[config.mk]
export PLATFORM = sky130hd
export DESIGN_NAME = handshake_sync_rx
export DESIGN_NICKNAME = d
export VERILOG_FILES = /design/src/rtl/handshake_sync_rx.sv
export SDC_FILE = /design/constraint.sdc
export NUM_CORES = 1
export LEC_CHECK = 0
export BUFFER_PORTS_ARGS = -buffer_cell sky130_fd_sc_hd__buf_2
export CAP_MARGIN = 25
export CORE_ASPECT_RATIO = 0.6
export CORE_UTILIZATION = 51
export CTS_CLUSTER_SIZE = 8
export DETAILED_ROUTE_END_ITERATION = 6
export PLACE_DENSITY = 0.86
export SLEW_MARGIN = 10
export SYNTH_ARGS = -nofsm -noshare
export SYNTH_HDL_FRONTEND = slang
export SYNTH_SLANG_ARGS = --single-unit
[constraint.sdc]
create_clock -name i_sys_clk -period 2.6 [get_ports i_sys_clk]
set_input_delay 0.39 -clock i_sys_clk [delete_from_list [all_inputs] [get_ports i_sys_clk]]
set_output_delay 0.39 -clock i_sys_clk [all_outputs]
set_load 0.1 [all_outputs]
[src/rtl/handshake_sync_rx.sv]
// Receive side of a toggle req/ack multi-bit CDC: synchronise the request toggle,
// let the foreign data bus settle, capture it into a valid/ready register, then toggle ack.
module handshake_sync_rx #(
  parameter int DATA_WIDTH  = 32,
  parameter int SYNC_STAGES = 2,
  parameter int SETTLE_CYC  = 1
) (
  input  logic                  i_sys_clk,
  input  logic                  i_rst,
  input  logic                  i_req_tgl,
  input  logic [DATA_WIDTH-1:0] i_data,
  input  logic                  i_ready,
  output logic [DATA_WIDTH-1:0] o_data,
  output logic                  o_valid,
  output logic                  o_ack_tgl,
  output logic                  o_busy,
  output logic                  o_err,
  output logic [15:0]           o_xfer_cnt
);

  if (SYNC_STAGES < 2 || SETTLE_CYC < 1 || SETTLE_CYC > 255) begin : g_bad_param
    $error("handshake_sync_rx: SYNC_STAGES must be >= 2 and SETTLE_CYC in 1..255");
  end

  localparam logic [7:0] SETTLE_LOAD = 8'(SETTLE_CYC - 1);

  typedef enum logic [1:0] {
    S_IDLE   = 2'd0,
    S_SETTLE = 2'd1,
    S_WAIT   = 2'd2
  } state_t;

  (* ASYNC_REG = "TRUE" *) logic [SYNC_STAGES-1:0] req_sync;
  logic       req_s;
  logic       req_seen;
  logic       req_edge;
  logic       slot_free;
  logic       capture;
  logic       violation;
  state_t     state;
  state_t     state_nxt;
  logic [7:0] settle_cnt;
  logic [7:0] settle_cnt_nxt;

  always_ff @(posedge i_sys_clk) begin
    if (i_rst) begin
      req_sync <= '0;
    end else begin
      req_sync <= {req_sync[SYNC_STAGES-2:0], i_req_tgl};
    end
  end

  assign req_s     = req_sync[SYNC_STAGES-1];
  assign req_edge  = req_s ^ req_seen;
  assign slot_free = !o_valid || i_ready;
  assign o_busy    = (state != S_IDLE);

  // A request that flips back before capture means the sender toggled twice without an ack.
  assign violation = (state != S_IDLE) && !req_edge;

  always_ff @(posedge i_sys_clk) begin
    if (i_rst) begin
      state      <= S_IDLE;
      settle_cnt <= '0;
    end else begin
      state      <= state_nxt;
      settle_cnt <= settle_cnt_nxt;
    end
  end

  always_comb begin
    state_nxt      = state;
    settle_cnt_nxt = settle_cnt;
    capture        = 1'b0;
    case (state)
      S_IDLE: begin
        if (req_edge) begin
          state_nxt      = S_SETTLE;
          settle_cnt_nxt = SETTLE_LOAD;
        end
      end
      S_SETTLE: begin
        if (settle_cnt == 8'd0) begin
          if (slot_free) begin
            capture   = 1'b1;
            state_nxt = S_IDLE;
          end else begin
            state_nxt = S_WAIT;
          end
        end else begin
          settle_cnt_nxt = settle_cnt - 8'd1;
        end
      end
      S_WAIT: begin
        if (slot_free) begin
          capture   = 1'b1;
          state_nxt = S_IDLE;
        end
      end
      default: state_nxt = S_IDLE;
    endcase
  end

  // req_seen follows req_s on capture (normally ~req_seen); after a double toggle this
  // re-aligns detection so the stray toggle never becomes a second transfer.
  always_ff @(posedge i_sys_clk) begin
    if (i_rst) begin
      req_seen   <= 1'b0;
      o_ack_tgl  <= 1'b0;
      o_data     <= '0;
      o_valid    <= 1'b0;
      o_err      <= 1'b0;
      o_xfer_cnt <= '0;
    end else begin
      if (capture) begin
        o_data     <= i_data;
        o_valid    <= 1'b1;
        req_seen   <= req_s;
        o_ack_tgl  <= ~o_ack_tgl;
        o_xfer_cnt <= o_xfer_cnt + 16'd1;
      end else if (o_valid && i_ready) begin
        o_valid <= 1'b0;
      end
      if (violation) begin
        o_err <= 1'b1;
      end
    end
  end

endmodule

======== Word-level counts from Yosys, hierarchy flattened ========
Index checks and enable logic that the tools add are counted.
storage, ports and cells
  bits in registers ....................... 64
  input bits .............................. 36
operators by class
  $add $sub $neg .......................... 2
  equal/unequal tests ..................... 6
  muxes and demuxes ....................... 13
  bitwise operators ....................... 2
  reduce and logical (&&, ||, !) cells .... 12
operator list
  operator                                                             count
  16-bit by 1-bit adder with 16-bit output (second input constant)     1
  8-bit 2-to-1 mux                                                     2
  8-bit case mux with 2 select lines                                   1
  8-bit logical NOT                                                    1
  2-bit 2-to-1 mux                                                     4
  2-bit inequality test (second input constant)                        4
  8-bit by 1-bit subtractor with 8-bit output (second input constant)  1
  2-bit case mux with 3 select lines                                   1
  3-bit AND reduction                                                  2
  2-bit nonzero test                                                   3
  1-bit 2-to-1 mux                                                     4
  2-bit by 1-bit == test with 1-bit output (second input constant)     1
  2-bit == test (second input constant)                                1
  1-bit logical AND                                                    2
  1-bit logical NOT                                                    2
  2-bit logical NOT                                                    1
  1-bit case mux with 2 select lines                                   1
  1-bit logical OR                                                     1
  1-bit inverter                                                       1
  1-bit XOR                                                            1

======== Depth between registers and ports, before layout ========
  depth in word-level cells ............... 6
  gate-level depth with buffers ........... 7
  depth with buffers taken out ............ 6

======== Least setup slack after synthesis ========
Ideal clock, no wire load.
  path kind ............................... reg-to-reg
  start point ............................. register o_xfer_cnt[1]
  end point ............................... register o_xfer_cnt[8]
  data arrival time ....................... 2.263 ns
  required time ........................... 2.530 ns
  setup slack ............................. 0.267 ns
  stages on the path, launching flop included .. 6
  cells stage by stage .................... dfxtp_1 ha_1 and2_1 nand4_1 or4_1 a21oi_1
between the ends
  cells in the longest elaborated chain, start to end .. 1
ends and longest elaborated chain
  element                                   line  source
  start, declared                           18    output logic [15:0] o_xfer_cnt
  start signal, assigned                    120   o_xfer_cnt <= o_xfer_cnt + 16'd1;
  16-bit by 1-bit adder with 16-bit output  120
Every way passes these cells.
A chain may end at the register's enable or synchronous reset.

======== Worst setup path in the final report ========
  start point ............................. register settle_cnt[0]
  end point ............................... register settle_cnt[1]
between the ends
  cells in the longest elaborated chain, start to end .. 3
  elaborated cells between the ends (all ways) .. 6
  those cells by class .................... add/sub: 1; eq/ne: 1; mux: 2; reduce/logical: 2
ends and longest elaborated chain
  element                                                                           line    source
  start, declared                                                                   42      logic [7:0] settle_cnt;
  start signal, assigned                                                            67      settle_cnt <= settle_cnt_nxt;
  8-bit by 1-bit subtractor with 8-bit output or 8-bit logical NOT (tied branches)  91, 83
  8-bit 2-to-1 mux or 2-bit inequality test (tied branches)                         --
  8-bit case mux with 2 select lines or 3-bit AND reduction (tied branches)         --
Parallel ways exist; a longest one is shown, timed or not. The select of a mux whose other input is x is not followed.

==> flow_summary.toml <==
[global_routing]
overflow = 0
grt_util_all_layers_pct = 26.8
grt_pass1_wl_um = 12200
antenna_found_initial = 0
grt_max_degree = 36
grt_pass1_vias = 2538

[routing]
drc = 3
vias = 2875
drt_iter0_drc = 191
wirelength_um = 7470
ant_nets = 0
drt_first_pass_iters = 7
vias_per_cell = 5.88
wl_per_cell_um = 15.3

[setup_path]
critPathMaxFanout = 9
crit_path_start_kind = "flop"
r2r_start = "settle_cnt[0]"
rrSetupSlack_ns = 0.35
r2r-end = "settle_cnt[1]"
cp-end-kind = "flop"
cp.required_ns = 2.81
rr_worst_depth = 7
arrival_ns = 2.46
worst-setup-path-type = "reg2reg"

[power]
power_frac_comb_pct = 35.2
irDropWorstVdd_v = 0.000446
switchingPower_uw = 1330
leakage_uw = 0.00149
swShare_pct = 41.3
p_int_uw = 1890
p_per_area_nw_per_um2 = 903
pwr-share-seq_pct = 34.5
power_frac_clock_pct = 30.3

[run_status]
violations = "DRC"
status = "finished, violations left"

[cells_and_area]
diodes = 0
area_growth_pct = 25.9
fin_util_pct = 68.7
fillers = 423
drive_above_1_share_pct = 29.3
nNetsFinal = 459

[logic_synthesis]
synth_ff_type = "dfxtp_1"
syn_area_um2 = 2840
async_flop_share_pct = 0
synth_cell_type_count = 34
synth_edf_count = 0
synthDominantCellAreaShare_pct = 45.1
post-synth-top-count-cell = "dfxtp_1"
synth_nets = 378
ys_ff_latch = 64
postSynthCellCount = 337
ys.warnings.count = 0
yosysTopAreaCell = "dfxtp_1"
ys_seq_area_share_pct = 45.1
avgSynthCellArea_um2 = 8.43
synthTopCellsByCount = "dfxtp_1, a21oi_1, nand3_1"
yosys-top-cells-area = "dfxtp_1, a21oi_1, nand3_1"

[floorplanning]
ios = 88
start_util_pct = 54.6
dieArea_um2 = 5880
die_x_um = 98.3
rows = 20
core_um2 = 5200
die_height_um = 59.8

[timing]
clock-skew-final_ns = 0.00746
period_needed_ns = 2.25
fmax_mhz = 445
drv_slew = 0
worstMarginPinSlew_ns = 0.616
rsz0062_at_grt = "no"
hold_viol_final = 0
finalCritPeriodShare_pct = 86.4
setup_viol_count_final = 0
tns_ns = 0
maxSlewHeadroom_pct = 58.8

[placed_design]
dp_hpwl_um = 4950
port_buffers = 87
gp_congestion = 0.855

[hold_path]
hold_start = "i_req_tgl"
hold_path_end = "req_sync[0]"
hp-class = "in2reg"
hold-path-cell-count = 2

[clocking]
cts_tree = "yes"
ctsHoldBuffers = 0
postCtsSetupRepairBufs = 0
clk_pin_slew_ns = 0.08
clock_latency_ns = 0.35
clkSinkCount = 64
numCtsBuffers = 9
h-tree-depth = 3
cts_max_path_buffers = 2
post_cts_resized = 0
cts_root_buffer = "clkbuf_8"

[job]
maxCapViolations = 0
[area by class of cell]
cell class / instances / area [µm²] / area share (%)
clock buffers: 10 / 138 / 3.85
clock inverters: 6 / 91.3 / 2.55
inverters: 10 / 37.5 / 1.05
multi-input cells: 237 / 1440 / 40.3
flip-flops and latches: 64 / 1280 / 35.8
well taps: 66 / 82.6 / 2.31
repair buffers: 96 / 503 / 14.1
[worst max-delay path by stage]
stage                  start             to  slack [ns]  cells after the start
2_1_floorplan  o_xfer_cnt[1]  o_xfer_cnt[8]        0.27                      5
5_1_grt        settle_cnt[0]  settle_cnt[1]        0.20                      7
6_report       settle_cnt[0]  settle_cnt[1]        0.35                      7
4_1_cts        settle_cnt[0]  settle_cnt[0]        0.36                      7
3_5_place_dp   settle_cnt[0]  settle_cnt[0]        0.38                      7
3_3_place_gp   settle_cnt[0]  settle_cnt[1]        0.49                      7
[per-stage QoR]
stage | hold slack [ns] | cells | setup slack [ns] | area [µm²] | power [µW]
floorplan | 0.414 | 337 | 0.267 | 2840 | 1970
global placement | 0.420 | 472 | 0.488 | 3340 | 2220
detailed placement | 0.437 | 472 | 0.375 | 3340 | 2250
CTS | 0.256 | 488 | 0.357 | 3570 | 3220
global route | 0.254 | 489 | 0.204 | 3580 | 3380
finish | 0.259 | 489 | 0.353 | 3580 | 3230
[layout by cell type (no fill, tap or decap), types with 2 or more instances in the layout]
cell type / n
and2_1: 2
clkbuf_8: 10
a21oi_1: 54
inv_1: 10
o31ai_1: 14
nor4_1: 5
o21ai_0: 38
nor2b_1: 8
mux2i_1: 2
and4_1: 2
mux2_2: 6
nor2_1: 11
clkinv_4: 2
bufinv_16: 2
nand3_1: 42
ha_1: 5
nand4_1: 2
or4_1: 17
or3_1: 5
nand2_1: 8
buf_4: 8
buf_2: 87
nand2b_1: 3
dfxtp_1: 64
[sequential cells by signal, summed over array words and instances (netlist names)]
register and flops:
o_ack_tgl 1, o_data 32, o_err 1, o_valid 1
o_xfer_cnt 16, req_seen 1, req_sync 2, settle_cnt 8
state 2
[worst max-delay path, stage by stage (launching register included)]
cell and delay, ns:
dfxtp_1 0.35, inv_1 0.07, ha_1 0.26, or4bb_1 0.56, nor2_1 0.43, buf_4 0.25, or4_1 0.13, a21oi_1 0.06
[power groups by stage]
| stage | clock [µW] | sequential (µW) | combinational (µW) |
|---|---|---|---|
| after floorplan | 0 | 1390 | 579 |
| after global placement | 0 | 1130 | 1090 |
| after detailed placement | 0 | 1130 | 1120 |
| after CTS | 985 | 1110 | 1120 |
| after global routing | 1040 | 1120 | 1220 |
| final | 979 | 1110 | 1140 |
[metal layers]
metal / GRT usage [%] / part of all wire (%) / vias up / wire [µm]
li1: - / - / 1409 / -
met1: 35.1 / 45 / 1340 / 3340
met2: 41.0 / 45 / 117 / 3400
met3: 11.0 / 8.7 / 9 / 651
met4: 7.46 / 1.0 / 0 / 76
met5: 0 / 0 / - / 0
[kinds of logic after synthesis]
logic type / synth area share (%)
flip-flops: 45.1
AO/OA/AOI/OAI: 21.9
AND/OR/NAND/NOR: 22.3
multiplexers: 3.08
adder cells (fa/ha/maj): 2.20
buffers and inverters: 4.76
XOR/XNOR: 0.617
Note: power is estimated with default switching activity, not from simulation.
